## src/rtl/stopwatch_pkg.sv

```systemverilog
// Shared constants for the M:SS stopwatch: FSM encoding, 1 Hz divider
// terminal count and the decimal moduli of the three digits.
package stopwatch_pkg;

    typedef enum logic [1:0] {
        ST_IDLE  = 2'd0,
        ST_RUN   = 2'd1,
        ST_PAUSE = 2'd2
    } state_e;

    localparam logic [25:0] TICK_MAX_1HZ = 26'd49_999_999;

    localparam int SEC_ONES_MOD = 10;
    localparam int SEC_TENS_MOD = 6;
    localparam int MIN_ONES_MOD = 10;

endpackage

```

## src/rtl/stopwatch_mod_n_digit.sv

```systemverilog
// One decimal digit of the stopwatch: counts 0..N-1 on en, clr has priority.
module mod_n_digit #(
    parameter int N = 10
) (
    input  logic       clock,
    input  logic       reset,
    input  logic       clr,
    input  logic       en,
    output logic [3:0] q,
    output logic       carry
);

    localparam logic [3:0] LAST = 4'(N - 1);

    logic [3:0] q_q;
    logic [3:0] q_d;

    always_comb begin
        q_d = q_q;
        if (clr) begin
            q_d = '0;
        end else if (en) begin
            q_d = (q_q == LAST) ? 4'd0 : q_q + 4'd1;
        end
    end

    always_ff @(posedge clock) begin
        if (!reset) begin
            q_q <= '0;
        end else begin
            q_q <= q_d;
        end
    end

    assign q     = q_q;
    assign carry = en & (q_q == LAST);

endmodule

```

## src/rtl/stopwatch_controller.sv

```systemverilog
// M:SS stopwatch: start/pause/clear FSM gating a rate divider whose terminal
// count ticks three cascaded decimal digits.
module stopwatch_controller
    import stopwatch_pkg::*;
#(
    parameter int               DIV_W    = 26,
    parameter logic [DIV_W-1:0] TICK_MAX = DIV_W'(TICK_MAX_1HZ)
) (
    input  logic       clock,
    input  logic       reset,
    input  logic       start_stop_n,
    input  logic       clear_n,
    output logic [3:0] sec_ones,
    output logic [3:0] sec_tens,
    output logic [3:0] min_ones,
    output logic       running,
    output logic       tick,
    output logic       wrapped
);

    state_e           state_q, state_d;
    logic [DIV_W-1:0] div_q, div_d;
    logic             ss_prev_q, clr_prev_q;
    logic             tick_q, tick_d;
    logic             wrapped_q, wrapped_d;
    logic             running_q, running_d;

    logic press_ss, press_clr;
    logic term_cnt, tick_en, digit_clr;
    logic ones_carry, tens_carry, mins_carry;

    // Edge detect on the active-low buttons so a held press is one event.
    assign press_ss  = ss_prev_q & ~start_stop_n;
    assign press_clr = clr_prev_q & ~clear_n;

    assign term_cnt  = (state_q == ST_RUN) && (div_q == TICK_MAX);
    assign tick_en   = term_cnt & ~press_clr;
    assign digit_clr = ((state_q != ST_RUN) && (state_q != ST_PAUSE)) | press_clr;

    always_comb begin
        state_d   = state_q;
        div_d     = div_q;
        tick_d    = tick_en;
        wrapped_d = mins_carry;
        case (state_q)
            ST_IDLE: begin
                div_d = '0;
                if (!press_clr && press_ss) begin
                    state_d = ST_RUN;
                end
            end
            ST_RUN: begin
                div_d = term_cnt ? '0 : div_q + DIV_W'(1);
                if (press_clr) begin
                    state_d = ST_IDLE;
                    div_d   = '0;
                end else if (press_ss) begin
                    state_d = ST_PAUSE;
                end
            end
            ST_PAUSE: begin
                if (press_clr) begin
                    state_d = ST_IDLE;
                    div_d   = '0;
                end else if (press_ss) begin
                    state_d = ST_RUN;
                end
            end
            default: begin
                state_d = ST_IDLE;
                div_d   = '0;
            end
        endcase
        running_d = (state_d == ST_RUN);
    end

    always_ff @(posedge clock) begin
        if (!reset) begin
            state_q    <= ST_IDLE;
            div_q      <= '0;
            ss_prev_q  <= 1'b1;
            clr_prev_q <= 1'b1;
            tick_q     <= 1'b0;
            wrapped_q  <= 1'b0;
            running_q  <= 1'b0;
        end else begin
            state_q    <= state_d;
            div_q      <= div_d;
            ss_prev_q  <= start_stop_n;
            clr_prev_q <= clear_n;
            tick_q     <= tick_d;
            wrapped_q  <= wrapped_d;
            running_q  <= running_d;
        end
    end

    mod_n_digit #(.N(SEC_ONES_MOD)) u_sec_ones (
        .clock (clock),
        .reset (reset),
        .clr   (digit_clr),
        .en    (tick_en),
        .q     (sec_ones),
        .carry (ones_carry)
    );

    mod_n_digit #(.N(SEC_TENS_MOD)) u_sec_tens (
        .clock (clock),
        .reset (reset),
        .clr   (digit_clr),
        .en    (ones_carry),
        .q     (sec_tens),
        .carry (tens_carry)
    );

    mod_n_digit #(.N(MIN_ONES_MOD)) u_min_ones (
        .clock (clock),
        .reset (reset),
        .clr   (digit_clr),
        .en    (tens_carry),
        .q     (min_ones),
        .carry (mins_carry)
    );

    assign running = running_q;
    assign tick    = tick_q;
    assign wrapped = wrapped_q;

endmodule

```

## config.mk

```make
export PLATFORM = sky130hd
export DESIGN_NAME = stopwatch_controller
export DESIGN_NICKNAME = d
export VERILOG_FILES = /design/src/rtl/stopwatch_pkg.sv /design/src/rtl/stopwatch_mod_n_digit.sv /design/src/rtl/stopwatch_controller.sv
export SDC_FILE = /design/constraint.sdc
export NUM_CORES = 1
export LEC_CHECK = 0
export CORE_MARGIN = 1.5
export CORE_UTILIZATION = 35
export DETAILED_ROUTE_END_ITERATION = 12
export SLEW_MARGIN = 20
export SYNTH_ARGS = -nofsm -noshare
export SYNTH_HDL_FRONTEND = slang
export SYNTH_HIERARCHICAL = 1
export SYNTH_SLANG_ARGS = --single-unit
```

## constraint.sdc

```tcl
create_clock -name clock -period 4.6 [get_ports clock]
set_input_delay 0.69 -clock clock [delete_from_list [all_inputs] [get_ports clock]]
set_output_delay 0.69 -clock clock [all_outputs]
set_load 0.01 [all_outputs]
```

Word level (Yosys, flattened, before mapping)

Index checks and enable logic that the tools add are counted.

Register bits: 45
Output and inout bits: 15
Input bits: 4
Word-level logic and storage cells: 54

Equal/unequal tests: 10
Bitwise operators: 11
Muxes and demuxes: 13
Reduce and logical (&&, ||, !) cells: 6
Add/sub/neg operators: 4

Operators by type and width:

| cell                                                            | number |
|---|---|
| 26-bit 2-to-1 mux                                               | 3 |
| 26-bit one-hot mux with 2 select lines                          | 1 |
| 26-bit by 1-bit adder with 26-bit output, second input constant | 1 |
| 26-bit == test, second input constant                           | 1 |
| 4-bit by 1-bit adder with 4-bit output, second input constant   | 3 |
| 4-bit 2-to-1 mux                                                | 3 |
| 2-bit 2-to-1 mux                                                | 5 |
| 4-bit == test, second input constant                            | 2 |
| 1-bit bitwise AND                                               | 6 |
| 2-bit one-hot mux with 3 select lines                           | 1 |
| 2-bit by 1-bit == test with 1-bit output, second input constant | 2 |
| 4-bit by 3-bit == test with 1-bit output, second input constant | 1 |
| 2-bit != test, second input constant                            | 2 |
| 1-bit NOT                                                       | 4 |
| 1-bit logical AND                                               | 3 |
| 2-bit == test, second input constant                            | 1 |
| 2-bit logical NOT                                               | 1 |
| 2-bit by 1-bit != test with 1-bit output, second input constant | 1 |
| 2-bit OR reduction                                              | 1 |
| 1-bit logical NOT                                               | 1 |
| 1-bit bitwise OR                                                | 1 |

Logic depth before layout (Yosys ltp)

Gate-level depths: netlist of run 1.

Word-level depth: 7
Mapped depth: 13
Depth with buffers taken out: 13

Hierarchy

The synthesis of run 1 kept the hierarchy.

Modules (own cells, without submodules):

| module                        | cells each | area an instance (sq um) | times used | seq. area each (sq um) |
|---|---|---|---|---|
| stopwatch_controller          | 187        | 1674.1                   | 1          | 660.6 |
| mod_n_digit at u_min_ones ... | 21         | 187.7                    | 2          | 80.1 |
| mod_n_digit at u_sec_tens     | 20         | 182.7                    | 1          | 80.1 |

Worst setup path after synthesis of run 1

OpenSTA, ideal clock, no wires.

Path type: register to register
From: register state_q[1]
To: register u_min_ones.q_q[1], in the netlist u_min_ones/q[1]
Period minus slack after synthesis: 3.485 ns
Required time: 4.534 ns
Stages on the path, launching flop included: 14
Path buffers: 0
Arrival time: 3.418 ns
Setup time: 0.066 ns
Setup slack: 1.115 ns
Path through: dfxtp_1 -> inv_1 -> ha_1 -> or3b_2 -> nor4_4 -> nand2_1 -> nor2_1 -> nand2_2 -> nor3b_1 -> nand2_2 -> nor4b_1 -> nand2_2 -> or3_1 -> a21oi_2

Cells in the longest elaborated chain, start to end: 5
Elaborated cells on any way between the ends: 10
Those cells by class: eq/ne (3); bitwise (4); reduce/logical (3)

Ends and longest elaborated chain:

| what                                     | line                        | text |
|---|---|---|
| start: declaration                       | stopwatch_controller.sv:21  | `state_e state_q, state_d;` |
| start signal: assignment                 | stopwatch_controller.sv:87  | `state_q <= state_d;` |
| 2-bit by 1-bit == test with 1-bit output | stopwatch_controller.sv:36  | `assign term_cnt = (state_q == ST_RUN) && (div_q == TICK_MAX);` |
| 1-bit logical AND                        | stopwatch_controller.sv:36  |  |
| 1-bit bitwise AND                        | stopwatch_controller.sv:37  | `assign tick_en = term_cnt & ~press_clr;` |
| named net tick_d                         | stopwatch_controller.sv:24  | `logic tick_q, tick_d;` |
| 1-bit bitwise AND                        | stopwatch_mod_n_digit.sv:36 | `assign carry = en & (q_q == LAST);` |
| named net ones_carry                     | stopwatch_controller.sv:30  | `logic ones_carry, tens_carry, mins_carry;` |
| 1-bit bitwise AND                        | stopwatch_mod_n_digit.sv:36 |  |
| named net tens_carry                     | stopwatch_controller.sv:30  |  |
| end signal: assignment                   | stopwatch_mod_n_digit.sv:31 | `q_q <= q_d;` |
| end: declaration                         | stopwatch_mod_n_digit.sv:15 | `logic [3:0] q_q;` |

The timed path passes the listed nets, and every way through them passes these cells.
A chain may end at the register's enable or synchronous reset.

Worst setup path in the final report of run 1

From: register state_q[0]
To: register u_min_ones.q_q[1], in the netlist u_min_ones/q[1]

Same word-level chain as after synthesis.

==> qor.csv, run 1 <==
metric,value,unit
outcome,finished clean,
synthesis.nets,259,
min_to,u_sec_ones/q[3],
fin_setup_tns,0,ns
path_cells,"ha_1, or3b_2, nor4_4, nand2_1, nor2_1, nand2_2, nor3b_1, nand2_2, nor4b_1, nand2_2, or3_1, a21oi_2",
clk-insertion-delay-late,0.29,ns
fin_skew,0.005799,ns
rr_startpoint,state_q[0],
clock-sinks,45,
r2r_cells,12,
die_x,82.86,µm
yosysSeqAreaShare,40.36,%
fin_nets,277,
finalSetupViolations,0,
ant_nets,0,
post-cts-setup-buffers,0,
rows,28,
place_area,2462,µm²
root_buffer,clkbuf_8,
max_cap_violations,0,
hold_buffers,0,
fin_area,2579,µm²
post_drt_via_cell_ratio,5.096,
n_antenna_cell,0,
overflow,0,
syn_area,2232,µm²
cts_inserted_buffers,5,
ir_drop,0.1243,mV
period_share,84.97,%
maxSlewHeadroom,38.92,%
r2r_setup_slack,0.69,ns
drt_iter0_drc,100,
wirelength,4466,µm
area_growth,15.53,%
crit_slowest_cell,nor4b_1,
p_leak,0.8633,nW
critPathLaunchType,flip-flop,
syn_inst,249,
die-area,6866,µm²
synth_edf_count,0,
worstHoldStart,u_sec_ones/q[3],
cts_resized,0,
hold_depth,2,
via_count,1748,
core_area,6026,µm²
clk_pin_slew,0.08,ns
critPathKind,reg2reg,
grt_max_degree,22,
maxSlewViolCount,0,
ys_warn_count,6,
synthFlopType,dfxtp_1,
dieHeight,82.86,µm
regArea,900.9,µm²
crit_fanout,5,
fin_crit,3.909,ns
grt_use_total,13.93,%
rsz0062_at_grt,false,
grt_pass1_wl,8004,µm
multi_input_area,1265,µm²
htree_num_levels,2,
drc,0,
fillers,597,
antenna_found_initial,0,
hold_violations,0,
hold_class,reg2reg,
first_global_vias,1703,
cp_data_arrival_time,4.15,ns
power,0.7436,mW
clockBufferDepth,2,
critPathMaxStageDelay,0.70,ns
worst_pin_slew,0.9135,ns
async_flop_share,0,%
syn_area_per_cell,8.964,µm²
fmax,255.8,MHz
power_density,288.4,nW/µm²
tritoncts,built,
wire_per_inst,13.02,µm
synth_cell_types,45,
ys_ff_latch,45,
initial_core_util,37.04,%
port_buffers,18,
num_io_pins,19,
dp_hpwl,3126,µm
routabilityCongestion,0.7694,
drive_above_1_share,10.07,%
crit_top_cell,nand2_2,
endpoint_kind,flip-flop,
critPathRequiredTime,4.84,ns
drt-pass1-iter-count,4,
r2r_end,u_min_ones/q[1],
[Yosys cell counts, drive strengths merged (2+ instances only)]
library cell	number	area (µm²)
dfxtp	45	900.9
nor2	39	146.4
nand4	19	118.9
xor2	19	166.4
nand2	17	71.32
a21oi	9	60.05
nand2b	8	50.05
nand3	8	40.04
xnor2	8	70.07
and3	6	38.79
ha	6	75.07
inv	6	22.52
nor2b	6	37.54
o21ai	5	25.02
and2	4	25.02
buf	4	32.53
nor4	4	55.05
and4	3	28.78
clkbuf	3	11.26
nor3	3	15.01
nor3b	3	22.52
or3b	3	26.28
a211o	2	17.52
a31oi	2	12.51
and4b	2	22.52
or3	2	12.51
or4b	2	27.53
[worst max-delay path, delay by kind of cell (launching register included)]
kind	cells	cell delay, ns
AND/OR/NAND/NOR	10	3.09
flip-flops	1	0.40
adder cells (fa/ha/maj)	1	0.24
AO/OA/AOI/OAI	1	0.11
[final cells by class]
cell class / instances / share of cell area, %
clock inverter: 1 / 1.164
tap: 75 / 3.639
clock buffer: 7 / 3.348
timing repair buffer: 18 / 6.987
multi-input combinational: 191 / 49.05
sequential: 45 / 34.93
inverter: 6 / 0.8734
[where the power goes]
group / total [mW] / leakage [nW] / switching (mW) / internal, mW
Combinational: 0.0409 / 0.441 / 0.0251 / 0.0157
Sequential: 0.395 / 0.363 / 0.00263 / 0.393
Clock: 0.307 / 0.0585 / 0.130 / 0.177
Total: 0.744 / 0.863 / 0.158 / 0.586
[flip-flops by register name (all words and copies together) (netlist names)]
name,flops
clr_prev_q,1
div_q,26
running,1
ss_prev_q,1
state_q,2
tick,1
u_min_ones/q,4
u_sec_ones/q,4
u_sec_tens/q,4
wrapped,1
[cell families after synthesis]
| group | synth area share, % |
|---|---|
| AO/OA/AOI/OAI | 8.072 |
| buffers and inverters | 2.971 |
| AND/OR/NAND/NOR | 34.19 |
| XOR/XNOR | 10.59 |
| multiplexers | 0.4484 |
| flip-flops | 40.36 |
| adder cells (fa/ha/maj) | 3.363 |
[how the worst max path moves through the flow]
stage,to,slack (ns),startpoint,cells after the start
2_1_floorplan,u_min_ones/q[1],1.12,state_q[1],13
3_3_place_gp,u_min_ones/q[1],0.84,state_q[1],13
3_5_place_dp,u_min_ones/q[1],0.73,state_q[1],13
4_1_cts,u_min_ones/q[1],0.71,state_q[1],13
5_1_grt,u_min_ones/q[1],0.31,div_q[0],12
6_report,u_min_ones/q[1],0.69,state_q[0],12
[routing by layer]
layer	vias up	track usage, %	part of all wire (%)
li1	905	-	-
met4	0	6.061	2.2
met1	808	18.23	49
met3	8	3.082	3.3
met5	-	0	0
met2	27	22.03	46
[metrics by stage]
step	std cells	setup WS, ns	hold slack, ns	util, %
2_1_floorplan	249	1.115	0.4797	-
3_3_place_gp	335	0.8361	0.4986	40.86
3_5_place_dp	335	0.7325	0.4941	40.86
4_1_cts	343	0.7075	0.5069	42.79
5_1_grt	343	0.3101	0.5489	42.79
6_report	343	0.6912	0.5037	42.79
[cells in the final DEF, fill, tap and decap left out, types with 2 or more instances in the layout]
| master | Yosys | layout |
|---|---|---|
| dfxtp_1 | 45 | 45 |
| nor2_1 | 39 | 39 |
| nand4_1 | 19 | 19 |
| xor2_1 | 19 | 19 |
| clkdlybuf4s50_1 | 0 | 18 |
| nand2_1 | 14 | 14 |
| nand2b_1 | 8 | 8 |
| nand3_1 | 8 | 8 |
| xnor2_1 | 8 | 8 |
| inv_1 | 6 | 6 |
| nor2b_1 | 6 | 6 |
| ha_1 | 6 | 6 |
| clkbuf_8 | 0 | 6 |
| and3_1 | 5 | 5 |
| a21oi_1 | 5 | 5 |
| o21ai_0 | 5 | 5 |
| and2_1 | 4 | 4 |
| a21oi_2 | 4 | 4 |
| nor3b_1 | 3 | 3 |
| nor3_1 | 3 | 3 |
| nand2_2 | 3 | 3 |
| nor4_4 | 2 | 2 |
| or4b_4 | 2 | 2 |
| or3b_2 | 2 | 2 |
| and4_1 | 2 | 2 |
| nor4_1 | 2 | 2 |
| a211o_1 | 2 | 2 |
| a31oi_1 | 2 | 2 |
| and4b_2 | 2 | 2 |
| or3_1 | 2 | 2 |
(Power assumes the default switching activity.)
==> run 2: changes to the inputs <==
clock period = 3.2 ns   (was 4.6 ns; I/O delays follow)
==> run 2 against run 1 <==
Against the previous run: worst setup slack worse by 0.39 ns; cell count is 2.6% higher; wire length is 2.3% higher; clock skew is 0.0068 ns higher; largest cell class unchanged.
==> qor.csv, run 2 (synthesis results as in run 1) <==
metric,value,unit
cp_data_arrival_time,3.13,ns
grt_use_total,13.91,%
maxSlewHeadroom,65.92,%
drc,0,
p_int,0.8457,mW
grt_pass1_wl,7962,µm
ir_drop,0.2065,mV
hold_buffers,0,
critPathRequiredTime,3.43,ns
switching_share,21.45,%
hold_class,reg2reg,
clock-sinks,45,
regArea,902.1,µm²
rsz0062_at_grt,false,
worstHoldStart,u_sec_ones/q[3],
seqPwrFrac,52.8,%
routabilityCongestion,0.7545,
dp_hpwl,3286,µm
largest_reg_flops,26,
die-area,6866,µm²
crit_fanout,4,
num_io_pins,19,
r2r_setup_slack,0.30,ns
worst_pin_slew,0.5112,ns
multi_input_area,1296,µm²
top_register,div_q,
fin_skew,0.01262,ns
tritoncts,built,
fin_cells,352,
rr_startpoint,state_q[1],
hold_violations,0,
clk-insertion-delay-late,0.30,ns
p_leak,0.9114,nW
wire_per_inst,12.97,µm
fin_nets,286,
via_count,1780,
die_x,82.86,µm
ant_nets,0,
fin_area,2679,µm²
min_to,u_sec_ones/q[3],
wirelength,4567,µm
area_growth,20.01,%
fin_crit,2.898,ns
cts_inserted_buffers,5,
place_area,2534,µm²
max_cap_violations,0,
n_antenna_cell,0,
initial_core_util,37.04,%
fillers,610,
clockBufferDepth,2,
final_cell_mix,"dfxtp_1 (44), nor2_1 (38), nand4_1 (19), xor2_1 (19), clkdlybuf4s50_1 (18)",
port_buffers,18,
power.switching,0.2309,mW
holdWs,0.5180,ns
combPwrFrac,5.9,%
hold_depth,2,
antenna_found_initial,0,
placed_cells,343,
power.share.clock,41.3,%
mostFrequentLayoutCell,dfxtp_1,
r2r_cells,14,
root_buffer,clkbuf_8,
endpoint_kind,flip-flop,
finalSetupViolations,0,
dieHeight,82.86,µm
period_share,90.58,%
r2r_end,u_min_ones/q[3],
fin_setup_tns,0,ns
maxSlewViolCount,0,
drive_above_1_share,14.44,%
post_drt_via_cell_ratio,5.057,
critPathKind,reg2reg,
htree_num_levels,2,
first_global_vias,1671,
core_area,6026,µm²
grt_max_degree,22,
critPathLaunchType,flip-flop,
power_density,401.9,nW/µm²
drt-pass1-iter-count,4,
fmax,345.0,MHz
drt_iter0_drc,79,
rows,28,
overflow,0,
clk_pin_slew,0.08,ns
outcome,finished clean,
-- run 2: cell types whose count changed in the layout (fill, tap and decap cells not counted), sizes merged --
cell | before | now
buf | 0 | 9
-- run 2: layout make-up --
| type | instances | share of cell area, % |
|---|---|---|
| Tap cell | 75 | 3.503 |
| Multi-Input combinational cell | 191 | 48.39 |
| Clock buffer | 7 | 3.223 |
| Clock inverter | 1 | 1.121 |
| Sequential cell | 45 | 33.68 |
| Timing Repair Buffer | 27 | 9.248 |
| Inverter | 6 | 0.8407 |
-- run 2: power groups by stage --
stage	Combinational, mW	Sequential (mW)	Clock, mW
global route	0.0711	0.570	0.489
finish	0.0630	0.569	0.445
CTS	0.0632	0.569	0.457
global placement	0.0621	0.581	0
detailed placement	0.0628	0.582	0
floorplan	0.0442	0.582	0
-- run 2: worst max path at each step --
stage,slack (ns),startpoint,to
CTS,0.15,state_q[1],u_min_ones/q[1]
floorplan,0.07,state_q[1],u_min_ones/q[1]
global route,0.009,state_q[1],u_min_ones/q[3]
detailed placement,0.18,state_q[1],u_min_ones/q[3]
global placement,0.24,state_q[1],u_min_ones/q[3]
finish,0.30,state_q[1],u_min_ones/q[3]
-- run 2: critical path, cell delays in order, from the launching register on --
cell and delay, ns:
dfxtp_2 0.34, inv_1 0.08, ha_1 0.16, or3b_4 0.38, nor4_4 0.29, nand2_1 0.14
nor2_2 0.16, nand2_2 0.10, nor3b_4 0.23, nand2_2 0.10, nor4b_4 0.25, buf_4 0.17
and4b_2 0.22, o21ai_0 0.07, a21oi_1 0.14
-- run 2: per-stage QoR --
step | total power [mW] | util (%) | worst slack [ns]
6_report | 1.077 | 44.46 | 0.3016
2_1_floorplan | 0.6259 | - | 0.06704
5_1_grt | 1.130 | 44.46 | 0.009219
3_3_place_gp | 0.6434 | 42.05 | 0.2380
4_1_cts | 1.089 | 43.98 | 0.1542
3_5_place_dp | 0.6446 | 42.05 | 0.1829
-- run 2: per-layer routing --
metal,track usage (%),wire length (µm),vias up
met5,0,0,-
met4,5.758,68,0
met3,3.082,110,5
met2,20.62,2057,16
met1,19.46,2331,834
li1,-,-,925
-- run 2: what timing repair did --
action	CTS	global route
hold endpoints to repair	0	0
setup buffers	0	1
endpoints found under the setup margin	0	4
resized for setup	0	5
